### src/rtl/hazard_pkg.sv
// Shared types and constants for the pipeline hazard controller.
// Forwarding-select encodings match the ALU operand mux in the datapath.
package hazard_pkg;

   localparam int RA_W = 5;

   typedef enum logic [1:0] {
      ST_RUN        = 2'd0,
      ST_FROZEN     = 2'd1,
      ST_FLUSH_PEND = 2'd2
   } state_t;

   localparam logic [1:0] FWD_REG   = 2'b00;
   localparam logic [1:0] FWD_EXMEM = 2'b10;
   localparam logic [1:0] FWD_MEMWB = 2'b01;

endpackage

### src/rtl/hazard_ctrl_if.sv
// Pipeline <-> hazard controller bundle: stage register addresses in, stall/flush/forward controls out.
// master = pipeline side, slave = hazard_ctrl side.
interface hazard_ctrl_if #(
   parameter int RA_W  = 5,
   parameter int CNT_W = 32
);
   logic [RA_W-1:0]  id_rs1;
   logic [RA_W-1:0]  id_rs2;
   logic             id_use_rs1;
   logic             id_use_rs2;
   logic [RA_W-1:0]  ex_rs1;
   logic [RA_W-1:0]  ex_rs2;
   logic [RA_W-1:0]  ex_rd;
   logic             ex_reg_write;
   logic             ex_mem_read;
   logic [RA_W-1:0]  mem_rd;
   logic             mem_reg_write;
   logic [RA_W-1:0]  wb_rd;
   logic             wb_reg_write;
   logic             ex_branch_taken;
   logic             dmem_busy;

   logic             pc_we;
   logic             if_id_we;
   logic             if_id_flush;
   logic             id_ex_flush;
   logic             freeze;
   logic [1:0]       fwd_a;
   logic [1:0]       fwd_b;
   logic [CNT_W-1:0] stall_cnt;
   logic [CNT_W-1:0] flush_cnt;

   modport master (
      output id_rs1, id_rs2, id_use_rs1, id_use_rs2,
             ex_rs1, ex_rs2, ex_rd, ex_reg_write, ex_mem_read,
             mem_rd, mem_reg_write, wb_rd, wb_reg_write,
             ex_branch_taken, dmem_busy,
      input  pc_we, if_id_we, if_id_flush, id_ex_flush, freeze,
             fwd_a, fwd_b, stall_cnt, flush_cnt
   );

   modport slave (
      input  id_rs1, id_rs2, id_use_rs1, id_use_rs2,
             ex_rs1, ex_rs2, ex_rd, ex_reg_write, ex_mem_read,
             mem_rd, mem_reg_write, wb_rd, wb_reg_write,
             ex_branch_taken, dmem_busy,
      output pc_we, if_id_we, if_id_flush, id_ex_flush, freeze,
             fwd_a, fwd_b, stall_cnt, flush_cnt
   );

endinterface

### src/rtl/hazard_ctrl_sat_counter.sv
// Saturating up-counter: +1 per cycle with inc high, sticks at all-ones.
// Value visible the cycle after the increment; async active-low clear.
module sat_counter #(
   parameter int W = 32
) (
   input  logic         clk,
   input  logic         rst_n,
   input  logic         inc,
   output logic [W-1:0] cnt
);
   logic [W-1:0] cnt_d;
   logic [W-1:0] cnt_q;

   always_comb begin
      cnt_d = cnt_q;
      if (inc && (cnt_q != {W{1'b1}}))
         cnt_d = cnt_q + W'(1);
   end

   always_ff @(posedge clk or negedge rst_n) begin
      if (!rst_n)
         cnt_q <= '0;
      else
         cnt_q <= cnt_d;
   end

   assign cnt = cnt_q;

endmodule

### src/rtl/hazard_ctrl.sv
// Pipeline hazard controller: freeze on dmem_busy, deferred branch flush, data-hazard stall, forwarding.
// Controls are combinational on the current inputs; HAZARD_FORWARDING_EN selects forwarding vs full-stall mode.
module hazard_ctrl #(
   parameter int RA_W  = hazard_pkg::RA_W,
   parameter int CNT_W = 32
) (
   input  logic       clk,
   input  logic       rst_n,
   hazard_ctrl_if.slave hif
);
   import hazard_pkg::*;

   state_t           state_d;
   state_t           state_q;
   logic             busy;
   logic             br;
   logic             data_hzd;
   logic             flush_now;
   logic             stall_now;
   logic [1:0]       fwd_a_raw;
   logic [1:0]       fwd_b_raw;
   logic [CNT_W-1:0] stall_cnt_w;
   logic [CNT_W-1:0] flush_cnt_w;

   assign busy = hif.dmem_busy;
   assign br   = hif.ex_branch_taken;

   // x0 is hardwired zero, so a write to it can never create a dependency.
   function automatic logic src_hit(input logic [RA_W-1:0] src, input logic use_src,
                                    input logic [RA_W-1:0] dst, input logic dst_we);
      return use_src & dst_we & (dst != '0) & (src == dst);
   endfunction

   function automatic logic [1:0] fwd_sel(input logic [RA_W-1:0] src);
      if (src_hit(src, 1'b1, hif.mem_rd, hif.mem_reg_write))
         return FWD_EXMEM;
      else if (src_hit(src, 1'b1, hif.wb_rd, hif.wb_reg_write))
         return FWD_MEMWB;
      else
         return FWD_REG;
   endfunction

`ifdef HAZARD_FORWARDING_EN
   // Only a load in EX cannot be forwarded in time; everything else bypasses.
   assign data_hzd  = src_hit(hif.id_rs1, hif.id_use_rs1, hif.ex_rd, hif.ex_mem_read)
                    | src_hit(hif.id_rs2, hif.id_use_rs2, hif.ex_rd, hif.ex_mem_read);
   assign fwd_a_raw = fwd_sel(hif.ex_rs1);
   assign fwd_b_raw = fwd_sel(hif.ex_rs2);
`else
   // Write-through regfile covers WB; EX and MEM producers must drain first.
   assign data_hzd  = src_hit(hif.id_rs1, hif.id_use_rs1, hif.ex_rd,  hif.ex_reg_write)
                    | src_hit(hif.id_rs2, hif.id_use_rs2, hif.ex_rd,  hif.ex_reg_write)
                    | src_hit(hif.id_rs1, hif.id_use_rs1, hif.mem_rd, hif.mem_reg_write)
                    | src_hit(hif.id_rs2, hif.id_use_rs2, hif.mem_rd, hif.mem_reg_write);
   assign fwd_a_raw = FWD_REG;
   assign fwd_b_raw = FWD_REG;
`endif

   assign flush_now = !busy & (br | (state_q == ST_FLUSH_PEND));
   assign stall_now = !busy & !flush_now & data_hzd;

   always_comb begin
      state_d = state_q;
      case (state_q)
         ST_RUN: begin
            if (busy)
               state_d = br ? ST_FLUSH_PEND : ST_FROZEN;
         end
         ST_FROZEN: begin
            // A branch seen with memory ready is flushed at once, so nothing is left pending.
            if (busy && br)
               state_d = ST_FLUSH_PEND;
            else if (!busy)
               state_d = ST_RUN;
         end
         ST_FLUSH_PEND: begin
            if (!busy)
               state_d = ST_RUN;
         end
         default: state_d = ST_RUN;
      endcase
   end

   always_ff @(posedge clk or negedge rst_n) begin
      if (!rst_n)
         state_q <= ST_RUN;
      else
         state_q <= state_d;
   end

   always_comb begin
      hif.pc_we       = 1'b1;
      hif.if_id_we    = 1'b1;
      hif.if_id_flush = 1'b0;
      hif.id_ex_flush = 1'b0;
      hif.freeze      = 1'b0;
      hif.fwd_a       = fwd_a_raw;
      hif.fwd_b       = fwd_b_raw;
      if (!rst_n) begin
         hif.pc_we       = 1'b0;
         hif.if_id_we    = 1'b0;
         hif.if_id_flush = 1'b1;
         hif.id_ex_flush = 1'b1;
         hif.fwd_a       = FWD_REG;
         hif.fwd_b       = FWD_REG;
      end else if (busy) begin
         hif.freeze      = 1'b1;
         hif.pc_we       = 1'b0;
         hif.if_id_we    = 1'b0;
      end else if (flush_now) begin
         hif.if_id_flush = 1'b1;
         hif.id_ex_flush = 1'b1;
      end else if (stall_now) begin
         hif.pc_we       = 1'b0;
         hif.if_id_we    = 1'b0;
         hif.id_ex_flush = 1'b1;
      end
   end

   sat_counter #(.W(CNT_W)) u_stall_cnt (
      .clk   (clk),
      .rst_n (rst_n),
      .inc   (stall_now),
      .cnt   (stall_cnt_w)
   );

   sat_counter #(.W(CNT_W)) u_flush_cnt (
      .clk   (clk),
      .rst_n (rst_n),
      .inc   (flush_now),
      .cnt   (flush_cnt_w)
   );

   assign hif.stall_cnt = stall_cnt_w;
   assign hif.flush_cnt = flush_cnt_w;

endmodule
### src/flat_wrapper.sv
// flat-port wrapper written by rule: the top's interface ports become plain ports
module hazard_ctrl_flat import hazard_pkg::*;
#(
   parameter int RA_W  = hazard_pkg::RA_W,
   parameter int CNT_W = 32
)
  (clk, rst_n, hif_id_rs1, hif_id_rs2, hif_id_use_rs1, hif_id_use_rs2, hif_ex_rs1, hif_ex_rs2, hif_ex_rd, hif_ex_reg_write, hif_ex_mem_read, hif_mem_rd, hif_mem_reg_write, hif_wb_rd, hif_wb_reg_write, hif_ex_branch_taken, hif_dmem_busy, hif_pc_we, hif_if_id_we, hif_if_id_flush, hif_id_ex_flush, hif_freeze, hif_fwd_a, hif_fwd_b, hif_stall_cnt, hif_flush_cnt);
  hazard_ctrl_if #(.RA_W(RA_W), .CNT_W(CNT_W)) hif_i ();
  input  logic clk;
  input  logic rst_n;
  input wire logic [$bits(hif_i.id_rs1)-1:0] hif_id_rs1;
  input wire logic [$bits(hif_i.id_rs2)-1:0] hif_id_rs2;
  input wire logic [$bits(hif_i.id_use_rs1)-1:0] hif_id_use_rs1;
  input wire logic [$bits(hif_i.id_use_rs2)-1:0] hif_id_use_rs2;
  input wire logic [$bits(hif_i.ex_rs1)-1:0] hif_ex_rs1;
  input wire logic [$bits(hif_i.ex_rs2)-1:0] hif_ex_rs2;
  input wire logic [$bits(hif_i.ex_rd)-1:0] hif_ex_rd;
  input wire logic [$bits(hif_i.ex_reg_write)-1:0] hif_ex_reg_write;
  input wire logic [$bits(hif_i.ex_mem_read)-1:0] hif_ex_mem_read;
  input wire logic [$bits(hif_i.mem_rd)-1:0] hif_mem_rd;
  input wire logic [$bits(hif_i.mem_reg_write)-1:0] hif_mem_reg_write;
  input wire logic [$bits(hif_i.wb_rd)-1:0] hif_wb_rd;
  input wire logic [$bits(hif_i.wb_reg_write)-1:0] hif_wb_reg_write;
  input wire logic [$bits(hif_i.ex_branch_taken)-1:0] hif_ex_branch_taken;
  input wire logic [$bits(hif_i.dmem_busy)-1:0] hif_dmem_busy;
  output wire logic [$bits(hif_i.pc_we)-1:0] hif_pc_we;
  output wire logic [$bits(hif_i.if_id_we)-1:0] hif_if_id_we;
  output wire logic [$bits(hif_i.if_id_flush)-1:0] hif_if_id_flush;
  output wire logic [$bits(hif_i.id_ex_flush)-1:0] hif_id_ex_flush;
  output wire logic [$bits(hif_i.freeze)-1:0] hif_freeze;
  output wire logic [$bits(hif_i.fwd_a)-1:0] hif_fwd_a;
  output wire logic [$bits(hif_i.fwd_b)-1:0] hif_fwd_b;
  output wire logic [$bits(hif_i.stall_cnt)-1:0] hif_stall_cnt;
  output wire logic [$bits(hif_i.flush_cnt)-1:0] hif_flush_cnt;
  assign hif_i.id_rs1 = hif_id_rs1;
  assign hif_i.id_rs2 = hif_id_rs2;
  assign hif_i.id_use_rs1 = hif_id_use_rs1;
  assign hif_i.id_use_rs2 = hif_id_use_rs2;
  assign hif_i.ex_rs1 = hif_ex_rs1;
  assign hif_i.ex_rs2 = hif_ex_rs2;
  assign hif_i.ex_rd = hif_ex_rd;
  assign hif_i.ex_reg_write = hif_ex_reg_write;
  assign hif_i.ex_mem_read = hif_ex_mem_read;
  assign hif_i.mem_rd = hif_mem_rd;
  assign hif_i.mem_reg_write = hif_mem_reg_write;
  assign hif_i.wb_rd = hif_wb_rd;
  assign hif_i.wb_reg_write = hif_wb_reg_write;
  assign hif_i.ex_branch_taken = hif_ex_branch_taken;
  assign hif_i.dmem_busy = hif_dmem_busy;
  assign hif_pc_we = hif_i.pc_we;
  assign hif_if_id_we = hif_i.if_id_we;
  assign hif_if_id_flush = hif_i.if_id_flush;
  assign hif_id_ex_flush = hif_i.id_ex_flush;
  assign hif_freeze = hif_i.freeze;
  assign hif_fwd_a = hif_i.fwd_a;
  assign hif_fwd_b = hif_i.fwd_b;
  assign hif_stall_cnt = hif_i.stall_cnt;
  assign hif_flush_cnt = hif_i.flush_cnt;
  hazard_ctrl #(.RA_W(RA_W), .CNT_W(CNT_W)) u_core (.clk(clk), .rst_n(rst_n), .hif(hif_i));
endmodule
### config.mk
export PLATFORM = sky130hd
export DESIGN_NAME = hazard_ctrl_flat
export DESIGN_NICKNAME = d
export VERILOG_FILES = /design/src/rtl/hazard_pkg.sv /design/src/rtl/hazard_ctrl_if.sv /design/src/rtl/hazard_ctrl_sat_counter.sv /design/src/rtl/hazard_ctrl.sv /design/src/flat_wrapper.sv
export SDC_FILE = /design/constraint.sdc
export NUM_CORES = 1
export LEC_CHECK = 0
export ABC_CLOCK_PERIOD_IN_PS = 2000
export BUFFER_PORTS_ARGS = -buffer_cell sky130_fd_sc_hd__buf_2
export CAP_MARGIN = 40
export CORE_UTILIZATION = 46
export CTS_CLUSTER_SIZE = 24
export DETAILED_ROUTE_END_ITERATION = 8
export HOLD_SLACK_MARGIN = 0.03
export PLACE_DENSITY = 0.75
export SLEW_MARGIN = 15
export SYNTH_ARGS = -nofsm -noshare
export SYNTH_HDL_FRONTEND = slang
export SYNTH_SLANG_ARGS = --single-unit
### constraint.sdc
create_clock -name clk -period 2 [get_ports clk]
set_input_delay 0.2 -clock clk [delete_from_list [all_inputs] [get_ports clk]]
set_output_delay 0.2 -clock clk [all_outputs]
set_load 0.02 [all_outputs]
==> qor.yml <==
grt:
  grt_max_degree: 45
  grt_use_total_pct: 21.6
  grt_pass1_vias: 2836
  grt_overflow: 0
  antenna_found_initial: 0
  grt_pass1_wl_microns: 13100
drt:
  wl_per_cell_microns: 14.5
  vias_per_cell: 5.13
  vias: 2968
  wirelength_microns: 8360
  drtIter0Drc: 105
  drcViolationCount: 0
  first_pass_iters: 5
  final_antenna_net_count: 0
power:
  p_leak_nw: 2.45
  power_density_nw_per_um2: 669
  ir_drop_mv: 0.543
critical_path:
  cp.depth: 7
  cp.required_ps: 1800
  r2r_end: "u_core.u_stall_cnt.cnt[1]"
  crit-reg2reg-launch: "u_core.u_stall_cnt.cnt[1]"
  critPathMaxStageDelay_ps: 550
  critPathMaxFanout: 3
  critical_path_arrival_ps: 1790
  critPathMostFrequentCell: "buf_2"
  critPathCaptureType: "output port"
  worstSetupPathType: "in2out"
  worst_setup_path_start_kind: "input pin"
  rrSetupSlack_ps: 70
  r2r_cells: 8
  critPathBufInv: 2
  slowest_stage: "or4_4"
  crit_chain: "buf_2 > or4_4 > o21ai_4 > nor4_4 > a32oi_4 > and3b_2 > buf_2"
  crit_family: "simple AND/OR/NAND/NOR gates"
clock_network:
  clock_latency_ps: 340
  clock_sinks: 66
  cts-root-buf: "clkbuf_8"
  clockBufferDepth: 2
  clkTransAtPathRegs_ps: 70
  numCtsBuffers: 9
  cts_tree: "done"
  htree_num_levels: 3
synthesis:
  synth_seq_cells: 66
  netlist_area_sq_um: 3500
  synth-edff-count: 0
  ys.flop_type: "dfrtp_1"
  async_flop_share_pct: 100
  yosysUniqueCellTypes: 44
  synthCells: 330
  seq_area_frac_synth_pct: 47.2
  yosys_warnings: 0
  synth_area_per_cell_sq_um: 10.6
finish:
  drive_above_1_share_pct: 40.7
  mostFrequentLayoutCells: "96 x buf_2, 60 x dfrtp_1, 42 x xnor2_1, 39 x buf_4, 37 x xor2_1"
  diodes: 0
  nets: 521
  final_common_cell: "buf_2"
  area_delta_synth_final_pct: 36.5
sta:
  skew_ps: 8.75
  slew_headroom_pct: 61.7
  worst_pin_slew_ps: 574
  fin_crit_ps: 1990
  fin_ws_ps: 13.4
  clock.fmax_mhz: 503
  finalSetupTns_ps: 0
  period_share_pct: 99.3
  hold_viol: 0
  finalSetupViolCount: 0
  finalMaxSlewViolations: 0
place:
  place.gp.congestion: 0.944
  dp_slack_ps: -198
  place_hpwl_microns: 6120
  numPortBuffers: 96
status:
  outcome: "finished clean"
min_path:
  hold_path.startpoint: "hif_ex_branch_taken"
  min_path_cells: 2
  worstHoldPathType: "in2reg"
  min_to: "u_core.state_q[0]"
die:
  core_sq_um: 7290
  start_util_pct: 48.0
  die_area_sq_um: 7950
  die_x_microns: 89.2
  io_pins: 118
  fp.dieH_microns: 89.2
  fp-row-count: 31
flow_run:
  max-cap-violations: 0
==> logic make-up (layout without fill, tap and decap cells) <==
| family | Yosys count | in the layout | share of synthesized area (%) |
|---|---|---|---|
| xor gates and xnor gates | 79 | 79 | 19.8 |
| DFF | 66 | 66 | 47.2 |
| buffers and inverters | 13 | 159 | 2.36 |
| AOI/OAI and AO/OA | 8 | 8 | 2.00 |
| muxes | 5 | 5 | 1.61 |
| other | 1 | 4 | 0.107 |
| and+or+nand+nor | 156 | 156 | 26.2 |
| adders and majority gates | 2 | 2 | 0.715 |
==> metrics by stage <==
step,utilization [%],total power [mW],hold WS [ps],cell area (sq um),std cells
after detailed placement,60.6,2.11,236,4420,558
after CTS,63.8,3.23,105,4650,575
after global routing,65.5,3.36,150,4770,578
after floorplan,-,1.81,-95.6,3540,333
final,65.5,3.19,159,4770,578
after global placement,60.6,2.08,238,4420,558
==> power breakdown <==
| part | leakage [nW] | total [mW] | switching, mW | internal, mW |
|---|---|---|---|---|
| logic | 1.45 | 0.629 | 0.356 | 0.273 |
| registers | 0.898 | 1.47 | 0.0543 | 1.42 |
| clock network | 0.0990 | 1.09 | 0.522 | 0.572 |
==> Yosys cell counts (6+ instances only) <==
master	number	area, sq um
nor2_1	23	86.3
and4_1	10	87.6
nor3_1	10	50.1
xor2_1	37	324
dfrtp_1	66	1650
xnor2_1	42	368
nand3_1	22	110
nand2_1	26	97.6
and3_1	7	43.8
nand4_1	27	169
nor3b_1	7	52.6
buf_4	6	45.0
==> per-layer routing <==
metal	global-route usage (%)	vias to the layer above	part of all wire [%]
met5	0	-	0
met4	6.93	0	1.7
met3	6.37	14	3.7
met2	38.6	69	53
met1	25.0	1435	42
li1	-	1450	-
==> area by class of cell <==
type / instances / area (sq um)
well taps: 99 / 124
flip-flops and latches: 66 / 1660
inverters: 1 / 3.75
clock inverters: 7 / 70.1
repair buffers: 142 / 900
fillers: 607 / 2520
multi-input cells: 254 / 1890
clock buffers: 9 / 124
==> registers in the layout (all words and copies together) (netlist names) <==
register / cells
u_core.u_flush_cnt.cnt: 32
u_core.u_stall_cnt.cnt: 32
u_core.state_q: 2
==> timing repair <==
| action | CTS | global route |
|---|---|---|
| setup buffers | 0 | 2 |
| pin swaps | 0 | 6 |
| setup endpoints to repair | 26 | 27 |
| hold endpoints to repair | 66 | 0 |
| hold buffers | 1 | 0 |
| gates cloned | 0 | 1 |
| resized for setup | 5 | 19 |
==> worst max path at each step <==
stage | from | endpoint
finish | hif_ex_rd[1] | hif_if_id_we
detailed placement | hif_mem_rd[3] | u_core.u_stall_cnt.cnt[28]
floorplan | hif_ex_rd[1] | hif_pc_we
global placement | u_core.state_q[1] | u_core.u_stall_cnt.cnt[28]
global route | u_core.u_stall_cnt.cnt[1] | u_core.u_stall_cnt.cnt[1]
CTS | u_core.state_q[1] | u_core.u_stall_cnt.cnt[28]
No activity file was read; power rests on OpenSTA's default activity.
